**config.mk**
```make
export PLATFORM = sky130hd
export DESIGN_NAME = hps_sprite_cmd_decoder
export DESIGN_NICKNAME = d
export VERILOG_FILES = /design/src/rtl/hps_sprite_cmd_decoder.sv
export SDC_FILE = /design/constraint.sdc
export NUM_CORES = 1
export LEC_CHECK = 0
export BUFFER_PORTS_ARGS = -buffer_cell sky130_fd_sc_hd__buf_2
export CORE_UTILIZATION = 45
export DETAILED_ROUTE_END_ITERATION = 10
export PLACE_DENSITY = 0.65
export REMOVE_ABC_BUFFERS = 1
export SLEW_MARGIN = 30
export SYNTH_ARGS = -nofsm -noshare
export SYNTH_HDL_FRONTEND = slang
export SYNTH_SLANG_ARGS = --single-unit
```
**constraint.sdc**
```tcl
create_clock -name clk -period 12.4 [get_ports clk]
set_input_delay 0.62 -clock clk [delete_from_list [all_inputs] [get_ports clk]]
set_output_delay 0.62 -clock clk [all_outputs]
set_load 0.01 [all_outputs]
```
**src/rtl/hps_sprite_cmd_decoder.sv**
```systemverilog
// HPS Avalon-MM register decoder: stages sprite descriptors, commits them
// into a FWFT command FIFO and sequences frame-swap requests behind it.
module hps_sprite_cmd_decoder #(
    parameter int FIFO_DEPTH = 8,
    parameter int REC_W      = 48
) (
    input  logic             clk,
    input  logic             reset_n,
    input  logic             hps_chipselect,
    input  logic             hps_write,
    input  logic             hps_read,
    input  logic [2:0]       hps_address,
    input  logic [7:0]       hps_writedata,
    output logic [7:0]       hps_readdata,
    output logic             cmd_valid,
    input  logic             cmd_ready,
    output logic [7:0]       cmd_index,
    output logic [REC_W-1:0] cmd_record,
    output logic             swap_req,
    input  logic             swap_ack
);

    localparam int AW = (FIFO_DEPTH > 1) ? $clog2(FIFO_DEPTH) : 1;
    localparam logic [3:0] DEPTH_L = 4'(FIFO_DEPTH);

    typedef logic [REC_W+7:0] entry_t;

    logic [7:0]  stage_q [6];
    logic [7:0]  last_q;
    logic [AW-1:0] wr_ptr_q, rd_ptr_q;
    logic [3:0]  count_q;
    logic        ovf_q;
    logic        swap_q;
    logic [7:0]  rdata_q;
    entry_t      mem_q [FIFO_DEPTH];

    logic        wr, rd, empty, full, pop, push, commit;
    logic        ovf_set, ovf_clr, swap_set, swap_clr;
    logic [REC_W-1:0] stage_rec;
    logic [7:0]  rd_mux;
    entry_t      head;

    assign wr     = hps_chipselect & hps_write;
    assign rd     = hps_chipselect & hps_read;
    assign empty  = (count_q == 4'd0);
    assign full   = (count_q == DEPTH_L);
    assign pop    = ~empty & cmd_ready;
    assign commit = wr & (hps_address == 3'd6);
    // A pop in the same cycle frees the slot a full FIFO needs
    assign push   = commit & (~full | pop);

    assign ovf_set  = commit & ~push;
    assign ovf_clr  = wr & (hps_address == 3'd7) & hps_writedata[1];
    assign swap_set = wr & (hps_address == 3'd7) & hps_writedata[0];
    assign swap_clr = swap_ack & swap_req;

    assign stage_rec = {stage_q[5], stage_q[4], stage_q[3],
                        stage_q[2], stage_q[1], stage_q[0]};

    assign head       = mem_q[rd_ptr_q];
    assign cmd_valid  = ~empty;
    assign cmd_index  = head[REC_W+7:REC_W];
    assign cmd_record = head[REC_W-1:0];
    assign swap_req   = swap_q & empty;
    assign hps_readdata = rdata_q;

    always_comb begin
        rd_mux = 8'h00;
        case (hps_address)
            3'd6:    rd_mux = last_q;
            3'd7:    rd_mux = {count_q, ovf_q, swap_q, full, empty};
            default: rd_mux = stage_q[hps_address];
        endcase
    end

    always_ff @(posedge clk) begin
        if (push) begin
            mem_q[wr_ptr_q] <= {hps_writedata, stage_rec};
        end
    end

    always_ff @(posedge clk or negedge reset_n) begin
        if (!reset_n) begin
            for (int i = 0; i < 6; i++) begin
                stage_q[i] <= 8'h00;
            end
            last_q   <= 8'h00;
            wr_ptr_q <= '0;
            rd_ptr_q <= '0;
            count_q  <= 4'd0;
            ovf_q    <= 1'b0;
            swap_q   <= 1'b0;
            rdata_q  <= 8'h00;
        end else begin
            if (wr && hps_address < 3'd6) begin
                stage_q[hps_address] <= hps_writedata;
            end
            if (commit) begin
                last_q <= hps_writedata;
            end
            if (push) begin
                wr_ptr_q <= wr_ptr_q + 1'b1;
            end
            if (pop) begin
                rd_ptr_q <= rd_ptr_q + 1'b1;
            end
            count_q <= count_q + {3'd0, push} - {3'd0, pop};
            if (ovf_set) begin
                ovf_q <= 1'b1;
            end else if (ovf_clr) begin
                ovf_q <= 1'b0;
            end
            if (swap_clr) begin
                swap_q <= 1'b0;
            end else if (swap_set) begin
                swap_q <= 1'b1;
            end
            // Registers above still hold pre-write values here
            if (rd) begin
                rdata_q <= rd_mux;
            end
        end
    end

endmodule
```
==> metrics.md, run 1 <==
| Metric | Value |
|---|---|
| Overflow after GRT | `0` |
| Part of the power in registers | `46.1%` |
| Overall power | `4960 uW` |
| Gate power share | `23.6%` |
| First-pass GRT wire length | `64.5 mm` |
| Worst EP arrival | `3.23 ns` |
| Post-Synthesis Cell Area | `0.0205 mm^2` |
| Htree depth | `2` |
| Endpoint class of the critical path | `output pin` |
| Worst-path cell chain | `buf_6, mux4_2, mux2_2, buf_2` |
| Worst Path Max Fanout | `67` |
| Final Hold Fails | `0` |
| Global Route Usage Sum | `18.7%` |
| Switch share | `28.2%` |
| CP delay by family, top | `flip-flops` |
| Port bufs | `83` |
| RSZ-0062 raised after global routing | `no` |
| Max cap viols | `0` |
| Core Rows | `77` |
| Initial antenna violation count | `2` |
| CTS Buf Count | `52` |
| Die ar. | `0.0464 mm^2` |
| Antenna-violating nets left | `0` |
| CP max stage delay | `0.88 ns` |
| Vias in the first global route | `9936` |
| Power Internal | `3560 uW` |
| Fin crit period | `3.85 ns` |
| Final worst-path cycle share | `31.0%` |
| Multi-input gate area | `0.00489 mm^2` |
| Starting Density | `45.9%` |
| HPWL Detailed | `24.6 mm` |
| Synth unique cells | `46` |
| Critical Path Start Type | `flip-flop` |
| Synth Warn # | `0` |
| Final Setup Violations | `0` |
| Crit path buffers/inverters | `2` |
| Final #Nets | `1077` |
| Worst hold slack | `0.0716 ns` |
| Max Slew Vio Count | `0` |
| Max Freq | `0.260 GHz` |
| Skew final | `0.0157 ns` |
| Later-pin clock latency in the skew report | `0.60 ns` |
| PwrDens | `213 mW/mm^2` |
| 1st-pass router iterations | `4` |
| CTS Hold Bufs | `0` |
| Final GP Congestion | `0.776` |
| Setup bufs post-CTS | `0` |
| Status | `completed` |
| CTS Buffer Depth | `3` |
| Pin count of the biggest net entering global routing | `77` |
| Worst-path clk slew | `0.06 ns` |
| Io pins | `84` |
| DRT Wirelength | `42.3 mm` |
| CP Class | `flip-flop to output pin` |
| Seq/Total Area, Yosys | `74.9%` |
| Synth Area per Inst | `21.6 um^2` |
| Vias per cell | `5.68` |
| Die span in y | `215 um` |
| Layout cells sized above 1 | `36.4%` |
| Placeable Area | `0.0446 mm^2` |
| Via Count | `9578` |
| FILL cells | `3510` |
| Setup TNS | `0 ns` |
| Synth-to-Final Area Change | `13.4%` |
| DRC | `0` |
| Min-Delay Path Class | `input port to async pin` |
| Synthesis-stage register bit count | `524` |
| CTS tree | `yes` |
| Syn Inst Count | `947` |
| Peak supply drop | `0.000122 V` |
| CP required | `11.78 ns` |
| Switching power | `1400 uW` |
| Slew margin rel. | `40.1%` |
| Die Width | `215 um` |
| LEAKAGE | `0.00775 uW` |
| Clock power share | `30.3%` |
| Post-CTS sizing | `0` |
| Finished Core Util | `52.1%` |
| Reg area | `0.0154 mm^2` |
| Initial DRC count | `778` |
| Worst path slowest cell | `dfrtp_4` |
| CTS sink cnt | `524` |
| Slew @ Worst Pin | `0.896 ns` |
| Routed WL per cell | `25.1 um` |
| Clock Root Buffer | `clkbuf_16` |
registers in the layout (all words and copies together), names as in the netlist, 3 cells and up:
signal        flops
mem_q           448
hps_readdata      8
last_q            8
stage_q          48
count_q           4
wr_ptr_q          3
rd_ptr_q          3
power by group through the flow:
| stage | Combinational, uW | Clock, uW | Sequential (uW) |
|---|---|---|---|
| 6_report | 1170 | 1500 | 2280 |
| 5_1_grt | 1270 | 1600 | 2310 |
| 4_1_cts | 1200 | 1540 | 2290 |
| 3_5_place_dp | 1200 | 0 | 2330 |
| 3_3_place_gp | 1190 | 0 | 2310 |
| 2_1_floorplan | 819 | 0 | 2340 |
cells in the final DEF (no fill, tap or decap), types with 8 or more instances in the layout:
| master | n |
|---|---|
| clkinv_1 | 12 |
| mux2_2 | 96 |
| nor2_1 | 8 |
| buf_4 | 11 |
| mux2_1 | 24 |
| dfrtp_1 | 73 |
| a21oi_1 | 15 |
| nor2_4 | 8 |
| edfxtp_1 | 448 |
| nand2_1 | 12 |
| clkbuf_1 | 15 |
| mux2i_1 | 10 |
| clkbuf_16 | 54 |
| a22oi_1 | 8 |
| buf_2 | 82 |
| mux4_2 | 112 |
cell type report:
type / instances / area share [%]
antenna: 1 / 0.0108
clock buffer: 71 / 6.18
clock inverter: 25 / 0.857
inverter: 7 / 0.119
multi-input combinational: 368 / 21.1
sequential: 524 / 66.2
tap: 592 / 3.19
timing repair buffer: 98 / 2.44
final timing paths:
kind,startpoint,to,slack [ns],depth (start not counted)
setup / recovery,rd_ptr_q[1],cmd_record[2],8.55,4
min in group clk,swap_ack,swap_q,0.29,2
hold reg to reg,last_q[2],last_q[2],0.51,1
hold / removal,reset_n,last_q[3],0.07,1
max in group asynchronous,reset_n,rd_ptr_q[0],11.80,1
setup reg to reg,count_q[2],mem_q[3][30],9.01,7
logic make-up (layout without fill, tap and decap cells):
family / count (synthesis) / count (layout) / synth area share (%)
flops: 524 / 524 / 74.9
mux: 242 / 242 / 19.4
simple gates: 59 / 59 / 1.62
buf+inv: 55 / 201 / 1.45
compound gates: 53 / 53 / 1.81
fa+ha+maj: 8 / 8 / 0.525
xor+xnor: 6 / 6 / 0.257
other cells: 0 / 1 / 0
worst register-to-register path: stages (launching register included):
cell      delay, ns
dfrtp_1        0.35
inv_1          0.08
ha_1           0.24
nand2b_1       0.19
a211oi_2       0.44
nand2_1        0.32
nor2_4         0.75
buf_4          0.61
metal layers:
layer	vias up	GRT usage, %	wire (um)
li1	4128	-	-
met1	5167	26.8	19000
met2	219	29.7	20500
met3	64	3.24	1740
met4	0	5.60	1020
met5	-	0	0
through the flow:
step | cells | setup slack, ns | cell area [um^2]
4_1_cts | 1684 | 8.31 | 23200
3_3_place_gp | 1588 | 8.38 | 21500
3_5_place_dp | 1588 | 8.35 | 21600
2_1_floorplan | 899 | 6.44 | 20200
5_1_grt | 1686 | 8.44 | 23200
6_report | 1686 | 8.55 | 23200
synthesized netlist by cell type, drive strengths merged:
cell	instances	area [um^2]
a211o	2	17.5
a211oi	7	57.6
a21o	1	7.51
a21oi	15	75.1
a22oi	8	60.1
a31oi	2	12.5
a41oi	1	8.76
and2	2	12.5
and3	1	6.26
and4	1	8.76
buf	31	205
clkbuf	17	63.8
clkinv	1	5.00
dfrtp	76	1900
edfxtp	448	13500
fa	1	20.0
ha	7	87.6
inv	6	22.5
mux2	120	1350
mux2i	10	100
mux4	112	2520
nand2	12	45.0
nand2b	6	37.5
nand3	3	25.0
nand4	1	6.26
nor2	20	100
nor3	2	10.0
nor3b	7	52.6
o21ai	7	35.0
o221ai	1	8.76
o22a	1	8.76
o32a	7	70.1
o32ai	1	8.76
or2	1	6.26
or3	2	12.5
or3b	1	8.76
xnor2	4	35.0
xor2	2	17.5
(Power assumes the default switching activity.)
==> run 2, diff against run 1 <==
- PLACE_DENSITY: 0.65 -> 0.68
- clock period: 12.4 -> 3.2 ns (I/O delays scaled with it)
==> run 2 against run 1 <==
  * Via count is 1.2% higher
  * Wire length up 0.51%
  * Setup slack worse by 8.2 ns
  * Critical endpoint is now cmd_record[11]
  * Worst hold slack got worse by 0.046 ns
  * Sequential cell count stayed put
  * Register-to-register slack got worse by 8.4 ns
  * Highest routed layer unchanged
  * Clock skew up 0.0092 ns
==> metrics.md, run 2 (synthesized netlist as in run 1, its figures left out) <==
| Metric | Value |
|---|---|
| Max Freq | `0.351 GHz` |
| Antenna-violating nets left | `0` |
| CP required | `3.04 ns` |
| Slew @ Worst Pin | `0.777 ns` |
| First-pass GRT wire length | `64.6 mm` |
| Final #Nets | `1101` |
| Worst EP arrival | `2.69 ns` |
| CTS Buffer Depth | `3` |
| Final worst-path cycle share | `89.0%` |
| Final Hold Fails | `0` |
| CP Class | `flip-flop to output pin` |
| Peak supply drop | `0.000437 V` |
| Cell total after placement | `1605` |
| Crit path buffers/inverters | `2` |
| Routed WL per cell | `24.8 um` |
| Worst-path clk slew | `0.06 ns` |
| CP delay by family, top | `multiplexers` |
| Final Setup Violations | `0` |
| Htree depth | `2` |
| Initial DRC count | `671` |
| Synth-to-Final Area Change | `14.8%` |
| Layer with the highest usage | `met2` |
| Most common cell after layout, fill and taps aside | `edfxtp_1` |
| Commonest cells after routing, fill and taps aside | `448 x edfxtp_1, 112 x mux4_2, 96 x mux2_2, 82 x buf_2, 73 x dfrtp_1` |
| Worst Path Max Fanout | `33` |
| CTS tree | `yes` |
| DRT Wirelength | `42.5 mm` |
| CTS sink cnt | `524` |
| Vias in the first global route | `10100` |
| Later-pin clock latency in the skew report | `0.59 ns` |
| Finished Layout Cells | `1709` |
| Worst R2R Start | `count_q[2]` |
| Met2 Track Usage GR | `30.1%` |
| PwrDens | `817 mW/mm^2` |
| Overflow after GRT | `0` |
| Largest Register | `mem_q` |
| Port bufs | `83` |
| Critical Path Start Type | `flip-flop` |
| Die Width | `215 um` |
| Setup TNS | `0 ns` |
| Max Slew Vio Count | `0` |
| Setup bufs post-CTS | `0` |
| Pin count of the biggest net entering global routing | `51` |
| Layout cells sized above 1 | `37.3%` |
| Starting Density | `45.9%` |
| Largest regs | `mem_q x448, stage_q x48` |
| Die ar. | `0.0464 mm^2` |
| RSZ-0062 raised after global routing | `no` |
| Endpoint class of the critical path | `output pin` |
| Placeable Area | `0.0446 mm^2` |
| Io pins | `84` |
| Die span in y | `215 um` |
| Slew margin rel. | `48.2%` |
| Max cap viols | `0` |
| Max reg flops | `448` |
| Worst-path cell chain | `buf_12, mux4_2, mux2_2, buf_2` |
| Global Route Usage Sum | `18.9%` |
| CP max stage delay | `0.71 ns` |
| Worst path slowest cell | `dfrtp_4` |
| Hold wc startpoint | `hps_writedata[7]` |
| HPWL Detailed | `25.2 mm` |
| 1st-pass router iterations | `6` |
| DRC | `0` |
| Via Count | `9693` |
| LEAKAGE | `0.00788 uW` |
| Final GP Congestion | `0.799` |
| Core Rows | `77` |
| Fin crit period | `2.85 ns` |
| Vias per cell | `5.67` |
| M3 GR Usage | `3.62%` |
| Min-Delay Path Class | `input port to flip-flop` |
| FILL cells | `3431` |
| Crit. Startpoint | `rd_ptr_q[0]` |
| Met1 GRT Util | `26.3%` |
| Status | `completed` |
| Initial antenna violation count | `1` |
| Clock Root Buffer | `clkbuf_16` |
| Skew final | `0.0249 ns` |
| CTS Buf Count | `52` |
## run 2: cell types whose count changed in the layout (fill, tap and decap cells not counted), sizes merged
cell and delta:
clkbuf -8, bufinv +1, inv -2, clkinv +5, buf +16, dlygate4sd3 +8, clkinvlp +3
## run 2: report_power, final
part | leakage (uW) | switching [uW] | total [uW] | internal (uW)
combinational | 0.00214 | 2130 | 4700 | 2570
sequential | 0.00497 | 772 | 8800 | 8030
clock | 0.000770 | 2450 | 5710 | 3270
total | 0.00788 | 5350 | 19200 | 13900
## run 2: through the flow
step | setup WS (ns) | utilization (%) | total power (uW) | hold slack, ns | area, um^2
floorplan | -2.48 | - | 11900 | -0.136 | 20200
global placement | 0.685 | 48.9 | 13700 | 0.383 | 21800
detailed placement | 0.611 | 49.0 | 13800 | 0.200 | 21800
CTS | 0.268 | 52.7 | 19500 | 0.00302 | 23500
global route | 0.220 | 52.7 | 20000 | 0.00825 | 23500
finish | 0.353 | 52.7 | 19200 | 0.0258 | 23500
## run 2: worst reg2reg max path, cell delays in order (launching register included)
cell,delay [ns]
dfrtp_1,0.35
inv_1,0.08
ha_1,0.23
nand2b_1,0.18
a211oi_2,0.22
buf_4,0.17
nand2b_1,0.22
nor3_2,0.29
buf_4,0.46
## run 2: what timing repair did
item | 4_1_cts | 5_1_grt
resized for setup | 0 | 0
hold endpoints to repair | 83 | 0
hold buffers | 8 | 0
## run 2: layout make-up
| type | instances | area [um^2] | share of cell area (%) |
|---|---|---|---|
| Tap cell | 592 | 741 | 3.15 |
| Clock buffer | 63 | 1360 | 5.80 |
| Multi-Input combinational cell | 368 | 4890 | 20.8 |
| Inverter | 7 | 27.5 | 0.117 |
| Antenna cell | 1 | 2.50 | 0.0106 |
| Clock inverter | 32 | 234 | 0.995 |
| Sequential cell | 524 | 15400 | 65.3 |
| Timing Repair Buffer | 122 | 893 | 3.80 |
## run 2: metal layers
metal	vias to the layer above	part of all wire, %
li1	4170	-
met1	5162	43
met2	289	48
met3	72	5.7
met4	0	3.1
met5	-	0
## run 2: final timing paths
kind,endpoint,slack (ns),depth (start not counted)
worst max register to register,mem_q[0][14],0.60,8
worst min-delay path,mem_q[5][55],0.03,1
worst max-delay path,cmd_record[11],0.35,4
worst min register to register,last_q[7],0.51,1
min in group asynchronous,stage_q[46],0.15,2
max in group asynchronous,stage_q[37],2.42,3
==> run 3, diff against run 2 <==
- RECOVER_POWER: default -> 50
==> run 3 against run 2 <==
  * The run now ends with capacitance limit, slew limit left
  * Combinational power is essentially flat
  * Via count fell by 0.15%
  * Critical endpoint unchanged
  * Wire length is essentially flat
  * Clock skew decreased by 0.0015 ns
  * Largest cell class unchanged
  * Fmax grew 0.15%
==> metrics.md, run 3 (synthesized netlist as in run 1, its figures left out) <==
| Metric | Value |
|---|---|
| Fin crit period | `2.84 ns` |
| Final Setup Violations | `0` |
| Final Hold Fails | `0` |
| Part of the power in registers | `45.8%` |
| Overflow after GRT | `0` |
| Pin count of the biggest net entering global routing | `51` |
| Endpoint class of the critical path | `output pin` |
| RSZ-0062 raised after global routing | `no` |
| LEAKAGE | `0.00783 uW` |
| Layout cells sized above 1 | `35.8%` |
| Worst EP arrival | `2.68 ns` |
| Vias per cell | `5.66` |
| CTS sink cnt | `524` |
| Die Width | `215 um` |
| Skew final | `0.0234 ns` |
| Final GP Congestion | `0.799` |
| Starting Density | `45.9%` |
| Final #Nets | `1101` |
| Synth-to-Final Area Change | `14.5%` |
| Max reg flops | `448` |
| Status | `complete, but fails checks` |
| Routed WL per cell | `24.8 um` |
| Setup TNS | `0 ns` |
| Htree depth | `2` |
| Routed wl met3 | `2.28 mm` |
| Initial DRC count | `724` |
| Slew margin rel. | `-34.0%` |
| Violated checks | `capacitance limit, slew limit` |
| PwrDens | `819 mW/mm^2` |
| Min-Delay Path Class | `input port to async pin` |
| CTS tree | `yes` |
| Post-CTS sizing | `0` |
| Gate power share | `24.4%` |
| Initial antenna violation count | `1` |
| Setup bufs post-CTS | `0` |
| Switching power | `5340 uW` |
| Routed metal-1 wirelength | `18.5 mm` |
| 1st-pass router iterations | `5` |
| Clock power share | `29.7%` |
| Clock Root Buffer | `clkbuf_16` |
| Cell area after layout | `0.0235 mm^2` |
| DP Worst Slack | `0.611 ns` |
| Worst-path clk slew | `0.06 ns` |
| HPWL Detailed | `25.2 mm` |
| DRC | `0` |
| Via Count | `9678` |
| CTS Buf Count | `52` |
| Largest regs | `mem_q x448, stage_q x48` |
| Power Internal | `13900 uW` |
| Critical Path Start Type | `flip-flop` |
| Most common cell after layout, fill and taps aside | `edfxtp_1` |
| Switch share | `27.8%` |
| Antenna-violating nets left | `0` |
| Max Slew Vio Count | `80` |
| Setup ws final | `0.357 ns` |
| Die span in y | `215 um` |
| Port bufs | `83` |
| Die ar. | `0.0464 mm^2` |
| Worst Path Max Fanout | `33` |
| Core Rows | `77` |
| Max Freq | `0.352 GHz` |
| Metal2 WL | `20.4 mm` |
| Commonest cells after routing, fill and taps aside | `448 x edfxtp_1, 112 x mux4_2, 96 x mux2_2, 73 x dfrtp_1, 73 x buf_2` |
| Placed standard-cell area | `0.0218 mm^2` |
| Io pins | `84` |
| DRT Wirelength | `42.5 mm` |
| Slew @ Worst Pin | `2.01 ns` |
| Largest Register | `mem_q` |
| First-pass GRT wire length | `64.6 mm` |
| Max cap viols | `2` |
| Later-pin clock latency in the skew report | `0.58 ns` |
| Finished Core Util | `52.6%` |
| CP required | `3.04 ns` |
| Final worst-path cycle share | `88.8%` |
| Vias in the first global route | `10100` |
| CTS Buffer Depth | `3` |
| Peak supply drop | `0.000437 V` |
| Overall power | `19200 uW` |
| CP Class | `flip-flop to output pin` |
| Max layer used | `met4` |
| Global Route Usage Sum | `18.9%` |
| Placeable Area | `0.0446 mm^2` |
[run 3: area by class of cell]
cell class / count / area [um^2]
inverters: 7 / 27.5
flip-flops and latches: 524 / 15400
clock inverters: 32 / 234
multi-input cells: 368 / 4870
fillers: 3447 / 21200
repair buffers: 122 / 858
diodes: 1 / 2.50
well taps: 592 / 741
clock buffers: 63 / 1360
[run 3: layer usage]
metal / vias to the layer above / track usage (%)
li1: 4170 / -
met1: 5162 / 26.3
met2: 276 / 30.1
met3: 70 / 3.62
met4: 0 / 6.29
met5: - / 0
[run 3: final timing paths]
path	start	to	slack (ns)	depth (start not counted)
worst max-delay path	rd_ptr_q[0]	cmd_record[11]	0.36	4
worst min-delay path	reset_n	stage_q[46]	0.14	2
worst max register to register	count_q[2]	mem_q[0][14]	0.59	8
worst min register to register	last_q[1]	last_q[1]	0.51	1
max in group asynchronous	reset_n	stage_q[37]	0.87	3
min in group clk	hps_write	ovf_q	0.20	5
[run 3: timing repair]
item / 4_1_cts / 5_1_grt
hold buffers: 8 / 0
hold endpoints to repair: 83 / 0
endpoints found under the setup margin: 0 / 0
[run 3: worst max-delay path, stage by stage (launching register included)]
cell,delay [ns]
dfrtp_4,0.71
buf_12,0.34
mux4_2,0.55
mux2_2,0.32
buf_2,0.15
[run 3: through the flow]
step,cells,hold slack (ns)
after global routing,1709,0.176
after CTS,1708,0.00302
after floorplan,899,-0.136
final,1709,0.143
after detailed placement,1605,0.200
after global placement,1604,0.383
[run 3: power by group through the flow]
stage          Clock, uW  Sequential (uW)  Combinational, uW
6_report            5710             8800               4690
5_1_grt             6110             8880               5060
4_1_cts             5830             8810               4840
3_5_place_dp           0             8950               4800
3_3_place_gp           0             8910               4770
2_1_floorplan          0             8990               2880
